## config.mk

```make
export PLATFORM = sky130hd
export DESIGN_NAME = switch_bounce_gen_flat
export DESIGN_NICKNAME = d
export VERILOG_FILES = /design/src/rtl/switch_bounce_gen_if.sv /design/src/rtl/switch_bounce_gen.sv /design/src/flat_wrapper.sv
export SDC_FILE = /design/constraint.sdc
export NUM_CORES = 1
export LEC_CHECK = 0
export CAP_MARGIN = 30
export CORE_ASPECT_RATIO = 2
export CORE_UTILIZATION = 48
export CTS_CLUSTER_DIAMETER = 120
export DETAILED_ROUTE_END_ITERATION = 6
export PLACE_DENSITY = 0.69
export SYNTH_ARGS = -nofsm -noshare
export SYNTH_HDL_FRONTEND = slang
export SYNTH_SLANG_ARGS = --single-unit
export TNS_END_PERCENT = 30
```

## constraint.sdc

```tcl
create_clock -name clk -period 2 [get_ports clk]
set_input_delay 0.4 -clock clk [delete_from_list [all_inputs] [get_ports clk]]
set_output_delay 0.4 -clock clk [all_outputs]
set_load 0.01 [all_outputs]
```

## src/rtl/switch_bounce_gen_if.sv

```systemverilog
// Bundle between a stimulus source and the contact-bounce emulator.
//   master : drives en, level_in, seed_load, seed; observes sw_out, busy, done
//   slave  : the emulator itself (switch_bounce_gen)
// Signals:
//   en        1 = emulate bounce, 0 = bypass (sw_out follows level_in)
//   level_in  clean target switch level
//   seed_load one-cycle strobe loading seed into the LFSR
//   seed      16-bit LFSR seed (0 selects the built-in seed)
//   sw_out    emulated bouncy switch output
//   busy      transition in progress
//   done      one-cycle pulse when a transition completes
interface switch_bounce_gen_if;
  logic        en;
  logic        level_in;
  logic        seed_load;
  logic [15:0] seed;
  logic        sw_out;
  logic        busy;
  logic        done;

  modport master (
    output en, level_in, seed_load, seed,
    input  sw_out, busy, done
  );

  modport slave (
    input  en, level_in, seed_load, seed,
    output sw_out, busy, done
  );
endinterface

```

## src/rtl/switch_bounce_gen.sv

```systemverilog
// Contact-bounce emulator. Given a clean target level it produces a
// switch-like output that chatters N times (N pairs of opposite-level
// segments) before settling on the target for HOLD cycles. Bounce count and
// segment lengths come from a 16-bit Fibonacci LFSR, so a given seed always
// reproduces the same waveform.
// Ports:
//   clk  sole clock, rising edge
//   rst  synchronous active-high reset
//   bus  switch_bounce_gen_if.slave (en, level_in, seed_load, seed in;
//        sw_out, busy, done out)
module switch_bounce_gen #(
  parameter int unsigned BOUNCE_MAX = 5,
  parameter int unsigned SEG_W      = 4,
  parameter int unsigned HOLD       = 16,
  parameter logic [15:0] LFSR_SEED  = 16'hACE1
) (
  input logic                clk,
  input logic                rst,
  switch_bounce_gen_if.slave bus
);

  localparam int unsigned HOLD_W = $clog2(HOLD + 1);
  localparam logic [SEG_W:0]    SEG_ONE  = (SEG_W + 1)'(1);
  localparam logic [HOLD_W-1:0] HOLD_ONE = HOLD_W'(1);

  typedef enum logic [1:0] {IDLE, BOUNCE, SETTLE} state_t;

  state_t            state_q, state_d;
  logic [15:0]       lfsr_q, lfsr_d;
  logic              committed_q, committed_d;
  logic              target_q, target_d;
  logic              phase_q, phase_d;      // 1 = target phase, 0 = return phase
  logic              sw_q, sw_d;
  logic              done_q, done_d;
  logic [SEG_W:0]    seg_q, seg_d;          // cycles left in current segment
  logic [3:0]        pair_q, pair_d;        // bounce pairs still to emit
  logic [HOLD_W-1:0] hold_q, hold_d;

  // x^16 + x^14 + x^13 + x^11 + 1, shifting towards the MSB
  function automatic logic [15:0] lfsr_step(input logic [15:0] v);
    return {v[14:0], v[15] ^ v[13] ^ v[12] ^ v[10]};
  endfunction

  function automatic logic [SEG_W:0] seg_len(input logic [SEG_W-1:0] v);
    return {1'b0, v} + SEG_ONE;
  endfunction

  // Bounce pair count: never zero, never above BOUNCE_MAX
  function automatic logic [3:0] pair_num(input logic [3:0] v);
    logic [3:0] n;
    n = v;
    if (n == 4'd0) n = 4'd1;
    if (n > 4'(BOUNCE_MAX)) n = 4'(BOUNCE_MAX);
    return n;
  endfunction

  always_comb begin
    state_d     = state_q;
    committed_d = committed_q;
    target_d    = target_q;
    phase_d     = phase_q;
    sw_d        = sw_q;
    seg_d       = seg_q;
    pair_d      = pair_q;
    hold_d      = hold_q;
    done_d      = 1'b0;

    lfsr_d = bus.en ? lfsr_step(lfsr_q) : lfsr_q;
    if (bus.seed_load) lfsr_d = (bus.seed == 16'h0) ? LFSR_SEED : bus.seed;

    if (!bus.en) begin
      state_d     = IDLE;
      sw_d        = bus.level_in;
      committed_d = bus.level_in;
    end else begin
      case (state_q)
        IDLE: begin
          if (bus.level_in != committed_q) begin
            target_d = bus.level_in;
            pair_d   = pair_num(lfsr_q[7:4]);
            seg_d    = seg_len(lfsr_q[SEG_W-1:0]);
            phase_d  = 1'b1;
            sw_d     = bus.level_in;
            state_d  = BOUNCE;
          end
        end
        BOUNCE: begin
          if (bus.level_in == committed_q) begin
            // target withdrawn: snap back to the settled level
            state_d = IDLE;
            sw_d    = committed_q;
          end else if (seg_q == SEG_ONE) begin
            if (phase_q) begin
              phase_d = 1'b0;
              sw_d    = committed_q;
              seg_d   = seg_len(lfsr_q[SEG_W-1:0]);
            end else if (pair_q == 4'd1) begin
              // last return phase over: final edge to target
              state_d = SETTLE;
              sw_d    = target_q;
              pair_d  = 4'd0;
              hold_d  = HOLD_W'(HOLD);
            end else begin
              pair_d  = pair_q - 4'd1;
              phase_d = 1'b1;
              sw_d    = target_q;
              seg_d   = seg_len(lfsr_q[SEG_W-1:0]);
            end
          end else begin
            seg_d = seg_q - SEG_ONE;
          end
        end
        SETTLE: begin
          if (hold_q == HOLD_ONE) begin
            state_d     = IDLE;
            committed_d = target_q;
            done_d      = 1'b1;
          end else begin
            hold_d = hold_q - HOLD_ONE;
          end
        end
        default: state_d = IDLE;
      endcase
    end
  end

  always_ff @(posedge clk) begin
    if (rst) begin
      state_q     <= IDLE;
      lfsr_q      <= LFSR_SEED;
      committed_q <= 1'b0;
      target_q    <= 1'b0;
      phase_q     <= 1'b0;
      sw_q        <= 1'b0;
      done_q      <= 1'b0;
      seg_q       <= '0;
      pair_q      <= '0;
      hold_q      <= '0;
    end else begin
      state_q     <= state_d;
      lfsr_q      <= lfsr_d;
      committed_q <= committed_d;
      target_q    <= target_d;
      phase_q     <= phase_d;
      sw_q        <= sw_d;
      done_q      <= done_d;
      seg_q       <= seg_d;
      pair_q      <= pair_d;
      hold_q      <= hold_d;
    end
  end

  assign bus.sw_out = sw_q;
  assign bus.busy   = (state_q != IDLE);
  assign bus.done   = done_q;

endmodule
```

## src/flat_wrapper.sv

```systemverilog
// flat-port wrapper written by rule: the top's interface ports become plain ports
module switch_bounce_gen_flat 
#(
  parameter int unsigned BOUNCE_MAX = 5,
  parameter int unsigned SEG_W      = 4,
  parameter int unsigned HOLD       = 16,
  parameter logic [15:0] LFSR_SEED  = 16'hACE1
)
  (clk, rst, bus_en, bus_level_in, bus_seed_load, bus_seed, bus_sw_out, bus_busy, bus_done);
  switch_bounce_gen_if bus_i ();
  input logic clk;
  input logic rst;
  input wire logic [$bits(bus_i.en)-1:0] bus_en;
  input wire logic [$bits(bus_i.level_in)-1:0] bus_level_in;
  input wire logic [$bits(bus_i.seed_load)-1:0] bus_seed_load;
  input wire logic [$bits(bus_i.seed)-1:0] bus_seed;
  output wire logic [$bits(bus_i.sw_out)-1:0] bus_sw_out;
  output wire logic [$bits(bus_i.busy)-1:0] bus_busy;
  output wire logic [$bits(bus_i.done)-1:0] bus_done;
  assign bus_i.en = bus_en;
  assign bus_i.level_in = bus_level_in;
  assign bus_i.seed_load = bus_seed_load;
  assign bus_i.seed = bus_seed;
  assign bus_sw_out = bus_i.sw_out;
  assign bus_busy = bus_i.busy;
  assign bus_done = bus_i.done;
  switch_bounce_gen #(.BOUNCE_MAX(BOUNCE_MAX), .SEG_W(SEG_W), .HOLD(HOLD), .LFSR_SEED(LFSR_SEED)) u_core (.clk(clk), .rst(rst), .bus(bus_i));
endmodule
```

Word level (Yosys, flattened, before mapping)
Index checks and enable logic that the tools add are counted.
{"block": "word_totals", "input_bits": 21, "n_memories": 0, "latch_bits": 0, "ram_bits": 0, "mem_bits_ro": 0, "elab_cells": 109, "register_bits": 37, "output_inout_bits": 3}
{"block": "op_classes", "muxes": 49, "n_bitwise": 5, "mul": 0, "magnitude_cmp": 1, "n_shift": 0, "div_mod_pow": 0, "n_reduce_logical": 17, "n_eq_ne": 23, "n_addsub": 4}
{"op": "two-way mux 5 bit", "count": 10}
{"op": "two-way mux 16 bit", "count": 3}
{"op": "two-way mux 4 bit", "count": 10}
{"op": "one-hot mux 5 bit (2 select lines)", "count": 2}
{"op": "zero test 16 bit", "count": 1}
{"op": "AND reduction 5 bit", "count": 3}
{"op": "two-way mux 1 bit", "count": 14}
{"op": "two-way mux 2 bit", "count": 6}
{"op": "!= test 2 x 1 -> 1 bit (second input constant)", "count": 6}
{"op": "== test 5 x 1 -> 1 bit (second input constant)", "count": 2}
{"op": "subtractor 5 x 1 -> 5 bit (second input constant)", "count": 2}
{"op": "!= test 3 x 1 -> 1 bit (second input constant)", "count": 3}
{"op": "one-hot mux 4 bit (2 select lines)", "count": 1}
{"op": "nonzero test 2 bit", "count": 4}
{"op": "AND reduction 7 bit", "count": 1}
{"op": "!= test 2 bit (second input constant)", "count": 3}
{"op": "one-hot mux 2 bit (3 select lines)", "count": 1}
{"op": "AND reduction 3 bit", "count": 2}
{"op": "AND reduction 6 bit", "count": 1}
{"op": "adder 4 x 1 -> 5 bit (second input constant)", "count": 1}
{"op": "== test 4 x 1 -> 1 bit (second input constant)", "count": 1}
{"op": "greater-than comparator 4 x 3 -> 1 bit (second input constant)", "count": 1}
{"op": "zero test 4 bit", "count": 1}
{"op": "!= test 4 x 2 -> 1 bit (second input constant)", "count": 1}
{"op": "other kinds (15)", "count": 19}

Longest topological paths before layout
Gate-level depths: netlist of the first run.
{"block": "logic_depth", "ltp_word": 9, "ltp_mapped": 7, "ltp_nobuf": 6}

Worst setup path before layout of the first run
OpenSTA, ideal clock, no wires.
{"block": "synth_path", "path_kind": "register to register", "start": "register u_core.seg_q[1]", "end": "register u_core.sw_q (netlist: u_core.bus.sw_out)", "slack_ns": 0.251, "stages_incl_launch_ff": 8, "setup_ns": 0.122, "path_buffers": 1, "synth_period_minus_slack_ns": 1.749, "arrival_ns": 1.627, "path_cell_list": "dfxtp_1 -> inv_1 -> ha_1 -> or4b_4 -> buf_6 -> o22ai_1 -> a22oi_1 -> o311a_1"}
{"block": "synth_between", "elab_chain_len": 3}
{"item": "start, declared", "line": "switch_bounce_gen.sv:35", "text": "logic [SEG_W:0] seg_q, seg_d;"}
{"item": "start signal, assigned", "line": "switch_bounce_gen.sv:147", "text": "seg_q <= seg_d;"}
{"item": "== test 5 x 1 -> 1 bit", "line": "switch_bounce_gen.sv:92", "text": "end else if (seg_q == SEG_ONE) begin"}
{"item": "!= test 4 x 2 -> 1 bit (no source line)"}
{"item": "AND reduction 3 bit (no source line)"}
{"item": "end signal, assigned", "line": "switch_bounce_gen.sv:145", "text": "sw_q <= sw_d;"}
{"item": "end, declared", "line": "switch_bounce_gen.sv:33", "text": "logic sw_q, sw_d;"}
Every way passes these cells.
A chain may end at the register's enable or synchronous reset.

Worst setup path after layout of the first run
{"block": "layout_path", "start": "register u_core.state_q[0]", "end": "output bus_busy"}
{"block": "layout_between", "elab_chain_len": 1}
{"item": "start, declared", "line": "switch_bounce_gen.sv:28", "text": "state_t state_q, state_d;"}
{"item": "start signal, assigned", "line": "switch_bounce_gen.sv:140", "text": "state_q <= state_d;"}
{"item": "nonzero test 2 bit", "line": "switch_bounce_gen.sv:154", "text": "assign bus.busy = (state_q != IDLE);"}
{"item": "end, declared", "line": "flat_wrapper.sv:18", "text": "output wire logic [$bits(bus_i.busy)-1:0] bus_busy;"}
Every way passes these cells.

==> metrics.yaml, run 1 <==
placed_design:
  gp_congestion: 0.8635
  dpl_worst_slack_ns: -0.1857
  place_hpwl_um: 4567
  io_buffers: 23
  place_inst: 368
floorplan:
  pin_count: 24
  initial_core_util: 0.4986
  core_mm2: 0.004554
  die_h_um: 99.27
  fp.dieArea_mm2: 0.005027
  die_w_um: 50.64
  rows: 35
route:
  drt_iter0_drc: 73
  ant_nets: 0
  viasPerCell: 5.805
  drc: 0
  dr.pass1.iters: 4
  drt-total-wl_um: 6073
  vias: 2177
  routedWlPerCell_um: 16.19
timing:
  rsz0062_at_grt: "yes"
  finalHoldViolCount: 0
  worst_slack_ns: 0.04907
  slew_headroom: 0.7493
  drv_slew: 0
  fin_crit_sh: 0.9755
  hold_ws_ns: 0.5094
  worst-slew-pin-transition_ns: 0.3745
  clock_skew_ns: 0.005066
  timing.fmax_mhz: 512.6
  final-setup-viol-count: 0
  fin_crit_ns: 1.951
layout:
  syn2layout_area_growth_pct: 26.06
  n_fill_cell: 402
  diodes: 0
  drive_above_1_share: 0.2031
  stdcell_count: 375
  nets: 348
clock_tree:
  cts_sinks: 37
  clock_latency_ns: 0.30
  clkTransAtPathRegs_ns: 0.08
  htree_levels: 2
  cts_setup_buffers: 0
  root_buffer: "clkbuf_8"
  cts_tree: "done"
  cts_buffer_depth: 2
  numCtsBuffers: 5
global_routing:
  gr-total-overflow: 0
  grt_usage: 0.2584
  grt_max_degree: 24
  grt_pass1_wl_um: 9639
  grt_pass1_vias: 2175
  antenna_found_initial: 0
status:
  outcome: "complete, no violations"
critical_path:
  startpoint_type: "flop"
  critPathMaxFanout: 7
  setup.worst_path.end_class: "primary output"
  r2r_slack_ns: 0.10
  required_ns: 1.60
  worstPathArrival_ns: 1.55
  worst-setup-path-type: "flop to primary output"
synthesis:
  ys_types: 53
  avgSynthCellArea_um2: 8.411
  syn_inst: 270
  ys_seq_area_frac: 0.3262
  ys_seq_elements: 37
  synth_top_cell_by_area: "dfxtp_1"
  syn_nets: 298
  ys.warnings.count: 0
  ys_top_cells_by_area: "dfxtp_1 33%, nor2_1 5.8%, a21oi_1 5.3%"
  syn-cell-area_mm2: 0.002271
  synth_top_area_frac: 0.3262
pwr:
  power_density_mw_per_mm2: 625.9
  vdd_ir_drop_max_v: 0.0004717
  p_leak_nw: 1.085
hold_path:
  holdCritPathClass: "flop to flop"
run:
  maxCapViolCount: 0
-- registers in the layout, summed over array words and instances, names as in the netlist, 2 cells and up --
signal and flops:
u_core.hold_q 5, u_core.lfsr_q 16, u_core.pair_q 4, u_core.seg_q 5
u_core.state_q 2
-- worst paths after layout --
| path | start | endpoint | cells past startpoint |
|---|---|---|---|
| worst min register to register | u_core.pair_q[3] | u_core.pair_q[3] | 2 |
| worst min-delay path | u_core.pair_q[3] | u_core.pair_q[3] | 2 |
| worst max register to register | u_core.seg_q[0] | u_core.seg_q[0] | 6 |
| worst max-delay path | u_core.state_q[0] | bus_busy | 2 |
-- worst max-delay path: stages, from the launching register on --
cell and delay [ns]:
dfxtp_1 0.53, or2_2 0.20, clkdlybuf4s50_1 0.53
-- metal layers --
| metal | share of wire | routed length (um) | track usage |
|---|---|---|---|
| met1 | 0.36 | 2166 | 0.2167 |
| met2 | 0.58 | 3519 | 0.5005 |
| met3 | 0.025 | 152 | 0.04740 |
| met4 | 0.039 | 234 | 0.1923 |
| met5 | 0 | 0 | 0 |
-- cells in the final DEF (no fill, tap or decap), drive strengths merged, types with 6 or more instances in the layout --
cell type	count
dfxtp	37
o22ai	8
o21ai	10
nand2	14
clkbuf	7
nor2	35
mux2i	10
inv	12
ha	7
nand3	6
mux2	8
clkdlybuf4s50	23
nor3	12
a21oi	24
buf	37
-- power by group --
part           total (mW)  switching [mW]  internal [mW]
Clock               0.549           0.276          0.274
Sequential          0.831          0.0514          0.779
Combinational       0.412           0.199          0.212
-- timing repair --
| item | 4_1_cts | 5_1_grt |
|---|---|---|
| hold endpoints to repair | 0 | 0 |
| hold buffers | 0 | 0 |
| endpoints found under the setup margin | 0 | 7 |
| resized for setup | 0 | 3 |
-- metrics by stage --
stage / utilization / instance area (um^2) / total power [mW] / TNS, ns
2_1_floorplan: - / 2271 / 1.087 / 0
3_3_place_gp: 0.6069 / 2764 / 1.242 / -1.572
3_5_place_dp: 0.6069 / 2764 / 1.248 / -2.052
4_1_cts: 0.6258 / 2850 / 1.789 / 0
5_1_grt: 0.6286 / 2863 / 1.869 / -0.006468
6_report: 0.6286 / 2863 / 1.792 / 0
-- cell type report --
type                            count  area, um^2  share of cell area
Inverter                           12       45.04             0.01573
Timing Repair Buffer               60       520.5              0.1818
Clock buffer                        7       86.33             0.03016
Sequential cell                    37       742.0              0.2592
Multi-Input combinational cell    204        1400              0.4891
Tap cell                           55       68.82             0.02404
-- logic make-up after synthesis --
kind of cell / Yosys count / synth area share
AO/OA/AOI/OAI: 71 / 0.2149
XOR/XNOR: 8 / 0.03416
adder cells (fa/ha/maj): 7 / 0.03857
buffers and inverters: 29 / 0.06225
flip-flops: 37 / 0.3262
multiplexers: 18 / 0.08375
AND/OR/NAND/NOR: 100 / 0.2402
-- Yosys cell counts, drive strengths merged --
cell / count
nand2: 14
a21oi: 24
nand4: 4
inv: 12
nor3b: 3
a2111oi: 1
or4b: 1
o21a: 1
a311oi: 3
nand3b: 2
mux2i: 10
a31o: 1
o311ai: 1
clkbuf: 6
a21o: 1
nor4: 3
o22ai: 8
buf: 11
xor2: 3
o2111ai: 1
a211oi: 3
nand3: 6
o41ai: 1
o311a: 1
ha: 7
a22oi: 1
dfxtp: 37
nor2: 35
or3: 3
a211o: 3
mux2: 8
xnor2: 5
nor2b: 3
or2: 1
or4: 5
nand2b: 5
nor3: 12
o32ai: 3
nor4b: 3
o21ai: 10
o31ai: 3
a31oi: 5
Power figures use the tool's default switching activity.
==> run 2, diff against run 1 <==
- CORE_UTILIZATION: 48 -> 56
- CTS_CLUSTER_DIAMETER: 120 -> 50
- PLACE_DENSITY: 0.69 -> 0.79
==> run 2 against run 1 <==
Clock-buffer cell count grew 1. First-iteration DRC count grew 22%. Critical path depth grew 4. Global-route usage grew 4.8 points. Wire length shrank 2.1%. Sequential cell count is the same. Register-to-register slack is essentially flat. Combinational power shrank 3%. Total power shrank 2.9%. Design area shrank 1.8%. Clock skew grew 0.0016 ns. Critical path type is now flop to flop. Largest cell class unchanged.
==> metrics.yaml, run 2 (synthesized netlist as in run 1, its figures left out) <==
status:
  outcome: "complete, no violations"
route:
  viasPerCell: 6.158
  vias: 2266
  routedWlPerCell_um: 16.16
  drt_iter0_drc: 89
  drt-total-wl_um: 5946
  drc: 0
  dr.pass1.iters: 5
  ant_nets: 0
layout:
  mostFrequentLayoutCell: "dfxtp_1"
  stdcell_count: 368
  post-route-util: 0.7239
  diodes: 0
  drive_above_1_share: 0.1893
  top_register: "u_core.lfsr_q"
  top_regs: "u_core.lfsr_q (16), u_core.hold_q (5), u_core.seg_q (5)"
  n_fill_cell: 324
  nets: 344
  largest_reg_flops: 16
  mostFrequentLayoutCells: "37 x dfxtp_1, 35 x nor2_1, 32 x buf_4"
  syn2layout_area_growth_pct: 23.80
  final_area_mm2: 0.002811
timing:
  fin_crit_sh: 0.9530
  fin_crit_ns: 1.906
  rsz0062_at_grt: "yes"
  worst-slew-pin-transition_ns: 0.4571
  drv_slew: 0
  timing.fmax_mhz: 524.7
  slew_headroom: 0.6945
  clock_skew_ns: 0.006647
  finalHoldViolCount: 0
  hold_ws_ns: 0.5120
  final-setup-viol-count: 0
global_routing:
  antenna_found_initial: 0
  grt_max_degree: 24
  gr-total-overflow: 0
  grt_pass1_wl_um: 9770
  grt_pass1_vias: 2306
  grt_usage: 0.3069
clock_tree:
  cts_buffer_depth: 2
  postCtsHoldBufs: 0
  cts_tree: "done"
  clkTransAtPathRegs_ns: 0.07
  numCtsBuffers: 5
  htree_levels: 2
  clock_latency_ns: 0.29
  root_buffer: "clkbuf_8"
  cts_sinks: 37
pwr:
  power_density_mw_per_mm2: 618.8
  internal-power_mw: 1.232
  p_clk_frac: 0.290
  p_seq_frac: 0.480
  vdd_ir_drop_max_v: 0.0005360
  p_comb_frac: 0.230
  switching_power_mw: 0.5078
  netSwitchingFraction: 0.2919
  power_mw: 1.740
  p_leak_nw: 1.059
critical_path:
  r2r-start: "u_core.seg_q[0]"
  worstPathArrival_ns: 2.07
  cp_slowest_cell: "or4b_4"
  setup.worst_path.end_class: "flop"
  timing.rr.end: "u_core.seg_q[1]"
  max_stage_delay_ns: 0.57
  path_cells: "ha_1 -> or4b_4 -> nor4b_4 -> buf_4 -> a211o_1 -> a21oi_1"
  required_ns: 2.17
  critPathMaxFanout: 11
  crit_buf_inv: 1
  startpoint_type: "flop"
  cp-startpoint: "u_core.seg_q[0]"
  reg2reg_depth: 6
  r2r_slack_ns: 0.09
  worst-setup-path-type: "flop to flop"
  critical_path.top_delay_family: "simple AND/OR/NAND/NOR gates"
hold_path:
  holdPathEnd: "u_core.pair_q[3]"
  holdPathStages: 2
  hp-start: "u_core.pair_q[3]"
  holdCritPathClass: "flop to flop"
floorplan:
  rows: 32
  pin_count: 24
  die_w_um: 47.03
  fp.dieArea_mm2: 0.004330
  initial_core_util: 0.5847
  die_h_um: 92.06
  core_mm2: 0.003884
placed_design:
  place_hpwl_um: 4585
  io_buffers: 23
  place_inst: 360
  gp_congestion: 0.8990
  placed_area_mm2: 0.002729
run:
  maxCapViolCount: 0
## run 2: repair_timing
item / in CTS / in global routing
endpoints found under the setup margin: 0 / 6
resized for setup: 0 / 2
setup buffers: 0 / 0
## run 2: power by group through the flow
| stage | logic, mW | clock network, mW | registers [mW] |
|---|---|---|---|
| after global routing | 0.436 | 0.540 | 0.839 |
| final | 0.401 | 0.504 | 0.835 |
| after CTS | 0.397 | 0.505 | 0.832 |
| after floorplan | 0.260 | 0 | 0.827 |
| after global placement | 0.383 | 0 | 0.847 |
| after detailed placement | 0.392 | 0 | 0.849 |
## run 2: per-layer routing
metal | part of all wire | up-vias | track usage
met1 | 0.36 | 1086 | 0.2834
met2 | 0.58 | 68 | 0.5475
met4 | 0.042 | 0 | 0.2000
met3 | 0.024 | 24 | 0.06299
li1 | - | 1088 | -
met5 | 0 | - | 0
## run 2: how the worst max path moves through the flow
| stage | to | slack [ns] | cells after the start |
|---|---|---|---|
| 5_1_grt | u_core.hold_q[1] | -0.02 | 5 |
| 4_1_cts | u_core.lfsr_q[13] | 0.10 | 6 |
| 3_5_place_dp | u_core.lfsr_q[13] | -0.19 | 6 |
| 6_report | u_core.seg_q[1] | 0.09 | 6 |
| 2_1_floorplan | u_core.bus.sw_out | 0.25 | 7 |
| 3_3_place_gp | u_core.lfsr_q[13] | -0.16 | 6 |
## run 2: through the flow
step	setup TNS, ns	setup WS (ns)
finish	0	0.09408
global route	-0.02288	-0.01805
CTS	0	0.1050
detailed placement	-2.056	-0.1889
global placement	-1.494	-0.1591
floorplan	0	0.2511
## run 2: worst reg2reg max path, cell delays in order, from the launching register on
cell and delay [ns]:
dfxtp_1 0.39, ha_1 0.18, or4b_4 0.57, nor4b_4 0.26, buf_4 0.19, a211o_1 0.13
a21oi_1 0.07
## run 2: cell type report
class                      count  area (um^2)  area share
sequential                    37        740.7      0.2635
multi-input combinational    204         1391      0.4949
timing repair buffer          56        490.5      0.1745
inverter                      12        45.04     0.01602
clock buffer                   8        80.08     0.02848
tap                           51        63.81     0.02270
